**config.mk**
```make
export PLATFORM = sky130hd
export DESIGN_NAME = word_msb_serializer
export DESIGN_NICKNAME = d
export VERILOG_FILES = /design/src/rtl/word_msb_serializer.sv
export SDC_FILE = /design/constraint.sdc
export NUM_CORES = 1
export LEC_CHECK = 0
export ABC_CLOCK_PERIOD_IN_PS = 2000
export CORE_ASPECT_RATIO = 0.7
export CORE_MARGIN = 1
export CORE_UTILIZATION = 45
export DETAILED_ROUTE_END_ITERATION = 16
export GPL_TIMING_DRIVEN = 0
export PLACE_DENSITY = 0.73
export SLEW_MARGIN = 25
export SYNTH_ARGS = -nofsm -noshare
export SYNTH_HDL_FRONTEND = slang
export SYNTH_SLANG_ARGS = --single-unit
export TNS_END_PERCENT = 10
```
**constraint.sdc**
```tcl
create_clock -name clk -period 2 [get_ports clk]
set_clock_uncertainty 0.2 [all_clocks]
set_input_delay 0.4 -clock clk [delete_from_list [all_inputs] [get_ports clk]]
set_output_delay 0.4 -clock clk [all_outputs]
set_load 0.02 [all_outputs]
```
**src/rtl/word_msb_serializer.sv**
```systemverilog
// rtl/word_msb_serializer.sv - MSB-first word serializer feeding the serial divisibility checker.
// Optional SER_STALL_EN adds a bit_ready input that stalls the shift phase.
module word_msb_serializer #(
  parameter int W   = 8,
  parameter int GAP = 1
) (
  input  logic         clk,
  input  logic         resetn,
  input  logic         in_valid,
  output logic         in_ready,
  input  logic [W-1:0] in_data,
`ifdef SER_STALL_EN
  input  logic         bit_ready,
`endif
  output logic         bit_valid,
  output logic         bit_out,
  output logic         bit_first,
  output logic         bit_last,
  output logic         chk_clr_n,
  output logic         res_sample,
  output logic         busy,
  output logic [15:0]  word_cnt
);

  localparam int BW = $clog2(W);
  localparam int GW = $clog2(GAP + 1);
  localparam logic [BW-1:0] BCNT_LAST = BW'(W - 1);
  localparam logic [GW-1:0] GCNT_LAST = GW'(GAP - 1);

  typedef enum logic [1:0] {
    IDLE  = 2'd0,
    CLR   = 2'd1,
    SHIFT = 2'd2
  } state_t;

  state_t        state_q, state_d;
  logic [W-1:0]  sreg_q, sreg_d;
  logic [GW-1:0] gcnt_q, gcnt_d;
  logic [BW-1:0] bcnt_q, bcnt_d;
  logic [15:0]   word_cnt_q, word_cnt_d;
  logic          res_sample_q, res_sample_d;
  logic          rdy;
  logic          acc;

`ifdef SER_STALL_EN
  assign rdy = bit_ready;
`else
  assign rdy = 1'b1;
`endif

  always_ff @(posedge clk) begin
    if (!resetn) begin
      state_q      <= IDLE;
      sreg_q       <= '0;
      gcnt_q       <= '0;
      bcnt_q       <= '0;
      word_cnt_q   <= '0;
      res_sample_q <= 1'b0;
    end else begin
      state_q      <= state_d;
      sreg_q       <= sreg_d;
      gcnt_q       <= gcnt_d;
      bcnt_q       <= bcnt_d;
      word_cnt_q   <= word_cnt_d;
      res_sample_q <= res_sample_d;
    end
  end

  always_comb begin
    state_d    = state_q;
    sreg_d     = sreg_q;
    gcnt_d     = gcnt_q;
    bcnt_d     = bcnt_q;
    word_cnt_d = word_cnt_q;
    in_ready   = 1'b0;
    bit_valid  = 1'b0;
    bit_out    = 1'b0;
    bit_first  = 1'b0;
    bit_last   = 1'b0;
    chk_clr_n  = 1'b1;
    acc        = 1'b0;

    case (state_q)
      IDLE: begin
        in_ready = 1'b1;
        if (in_valid) begin
          sreg_d  = in_data;
          gcnt_d  = '0;
          bcnt_d  = '0;
          state_d = CLR;
        end
      end

      CLR: begin
        chk_clr_n = 1'b0;
        gcnt_d    = gcnt_q + GW'(1);
        if (gcnt_q == GCNT_LAST) begin
          state_d = SHIFT;
        end
      end

      SHIFT: begin
        bit_valid = 1'b1;
        bit_out   = sreg_q[W-1];
        bit_first = (bcnt_q == '0);
        bit_last  = (bcnt_q == BCNT_LAST);
        acc       = rdy;
        if (acc) begin
          sreg_d = sreg_q << 1;
          bcnt_d = bcnt_q + BW'(1);
          if (bit_last) begin
            word_cnt_d = word_cnt_q + 16'd1;
            in_ready   = 1'b1;
            bcnt_d     = '0;
            // Back-to-back words skip IDLE so the gap stays exactly GAP cycles.
            if (in_valid) begin
              sreg_d  = in_data;
              gcnt_d  = '0;
              state_d = CLR;
            end else begin
              state_d = IDLE;
            end
          end
        end
      end

      default: begin
        state_d = IDLE;
      end
    endcase
  end

  // Delayed one cycle so the checker has absorbed the LSB before dout is sampled.
  assign res_sample_d = acc & bit_last;

  assign res_sample = res_sample_q;
  assign busy       = (state_q != IDLE);
  assign word_cnt   = word_cnt_q;

endmodule

```
==> results.sh <==
export IMPL_layout_nets=233
export IMPL_dr_wl_met2_um=1746
export IMPL_gr_usage_all_layers=0.2236
export IMPL_cts_sinks=31
export IMPL_syn_to_final_growth_pct=33.77
export IMPL_required_ns=1.40
export IMPL_tightestPinTransition_ns=0.6019
export IMPL_clk_pin_slew_worst_paths_ns=0.06
export IMPL_grt_pass1_wl_um=6023
export IMPL_final_core_util=0.6369
export IMPL_total_power_mw=1.324
export IMPL_antenna_left=0
export IMPL_place_congestion=0.7804
export IMPL_antenna_found_initial=0
export IMPL_portBuffers=34
export IMPL_numCtsBuffers=5
export IMPL_grt_pass1_vias=1360
export IMPL_finalCriticalPeriod_ns=1.968
export IMPL_p_leak_nw=0.8792
export IMPL_synth_common_cells="nor2_1, dfxtp_1, nand2_1"
export IMPL_synthArstFlopShare=0
export IMPL_initial_utilization=0.4761
export IMPL_synth_edff_count=0
export IMPL_top_layer_used="met4"
export IMPL_hold_worst_slack_ns=0.2799
export IMPL_drive_above_1_share=0.1521
export IMPL_cp_start_kind="flop"
export IMPL_cp_slowest_cell="dfxtp_4"
export IMPL_num_rows=17
export IMPL_netlist_top_cells_area="dfxtp_1, nor2_1, xnor2_1, nand2_1, nand3_1"
export IMPL_drtPass1Iterations=4
export IMPL_die_area_um2=3616
export IMPL_detailed_place_hpwl_um=2727
export IMPL_synth_top_area_share=0.4086
export IMPL_boundaryPins=35
export IMPL_cts_hold_buffers=0
export IMPL_die_y_um=50.61
export IMPL_grt_overflow_total=0
export IMPL_post_route_period_util=0.9840
export IMPL_core_um2=3191
export IMPL_worstSkewPairLatency_ns=0.28
export IMPL_clock_path_buffers=2
export IMPL_rsz0062_at_grt="true"
export IMPL_arrival_ns=1.37
export IMPL_stdcell_area_um2=2032
export IMPL_max_freq_ghz=0.5081
export IMPL_vias_per_cell=5.478
export IMPL_avgSynthCellArea_um2=8.630
export IMPL_fin_tns_setup_ns=0
export IMPL_ir_drop_mv=0.3886
export IMPL_synthCells=176
export IMPL_power_density_nw_per_um2=651.6
export IMPL_worstSetupEndpointType="primary output"
export IMPL_path_cells="inv_1 > ha_1 > nor3b_1 > dlygate4sd1_1"
export IMPL_wl_met3_um=152
export IMPL_synth_cell_type_count=34
export IMPL_die_x_um=71.44
export IMPL_finalWirelength_um=3711
export IMPL_cts_root_buffer="clkbuf_8"
export IMPL_place_area_um2=1907
export IMPL_hp_class="reg2reg"
export IMPL_cts_tree="yes"
export IMPL_wl_per_cell_um=14.55
export IMPL_slowest_delay_ns=0.36
export IMPL_finalWorstSetupSlack_ns=0.03195
export IMPL_ys_warn_count=0
export IMPL_syn_num_nets=192
export IMPL_path_max_fanout=4
export IMPL_syn_cell_area_um2=1519
export IMPL_diodes=0
export IMPL_drc=0
export IMPL_slew_headroom=0.5987
export IMPL_grt_max_degree=11
export IMPL_finalHoldViolCount=0
export IMPL_status="complete, no violations"
export IMPL_slew_viol_final=0
export IMPL_post_synth_top_count_cell="nor2_1"
export IMPL_cts_max_level=2
export IMPL_yosys_area_top_type="dfxtp_1"
export IMPL_drt_iter0_markers=92
export IMPL_synth_seq_area_share=0.4086
export IMPL_via_count=1397
export IMPL_fin_cells=255
export IMPL_cap_violations=0
export IMPL_ys_ff_latch=31
export IMPL_wirelength_met1_um=1716
export IMPL_crit_type="reg2out"
export IMPL_setup_violations=0
export IMPL_placed_cells=248
export IMPL_synth_ff_type="dfxtp_1"
export IMPL_place_ws_ns=-0.3855
timing repair:
action                     4_1_cts  5_1_grt
resized for setup               24       17
setup endpoints to repair       24        9
pin swaps                        0        1
setup buffers                    0        0
layer usage:
metal / vias to the layer above / track usage
met3: 11 / 0.05823
met1: 671 / 0.2660
met2: 34 / 0.3683
li1: 681 / -
met4: 0 / 0.1267
met5: - / 0
final timing paths:
path                            slack (ns)                       from  cells past startpoint                         to
worst max-delay path                  0.03     bcnt_q[0]$_SDFFE_PN0P_                      4                  bit_first
worst min-delay path                  0.28  word_cnt[15]$_SDFFE_PN0P_                      2  word_cnt[15]$_SDFFE_PN0P_
worst max register to register        0.16     bcnt_q[0]$_SDFFE_PN0P_                      6     sreg_q[7]$_SDFFE_PN0P_
worst min register to register        0.28  word_cnt[15]$_SDFFE_PN0P_                      2  word_cnt[15]$_SDFFE_PN0P_
final cells by class:
cell class	instances	area, um2
clock buffer	6	82.58
timing repair buffer	34	331.6
sequential	31	629.4
buffer	6	42.54
clock inverter	1	5.005
fill	279	1159
tap	38	47.55
multi-input combinational	131	860.8
inverter	8	32.53
where the power goes:
| part | total (mW) | leakage (nW) | switching, mW | internal, mW |
|---|---|---|---|---|
| clock | 0.490 | 0.0470 | 0.221 | 0.269 |
| sequential | 0.662 | 0.254 | 0.0197 | 0.642 |
| combinational | 0.172 | 0.578 | 0.0960 | 0.0757 |
sequential cells by signal (all words and copies together) (netlist names):
signal      flops
word_cnt       16
sreg_q          8
bcnt_q          3
state_q         2
gcnt_q          1
res_sample      1
critical path, delay by kind of cell, from the launching register on:
kind                     cells  cell delay, ns
adder cells (fa/ha/maj)      1            0.14
AND/OR/NAND/NOR              1            0.18
buffers and inverters        2            0.40
flip-flops                   1            0.36
cells in the final DEF (no fill, tap or decap), drive strengths merged, types with 2 or more instances in the layout:
master,instances
a21oi,5
a22oi,2
a311oi,7
buf,7
clkbuf,9
clkdlybuf4s50,22
clkinv,2
dfxtp,31
dlygate4sd2,3
dlymetal6s2s,4
ha,5
inv,7
mux2i,4
nand2,20
nand2b,6
nand3,15
nand4,2
nor2,34
nor3,6
nor4,4
or2,2
xnor2,9
xor2,2
cell families after synthesis:
group,synth area share
AO/OA/AOI/OAI,0.08731
XOR/XNOR,0.06343
adder cells (fa/ha/maj),0.04119
buffers and inverters,0.04530
flip-flops,0.4086
multiplexers,0.02636
AND/OR/NAND/NOR,0.3279
No activity file was read; power rests on OpenSTA's default activity.
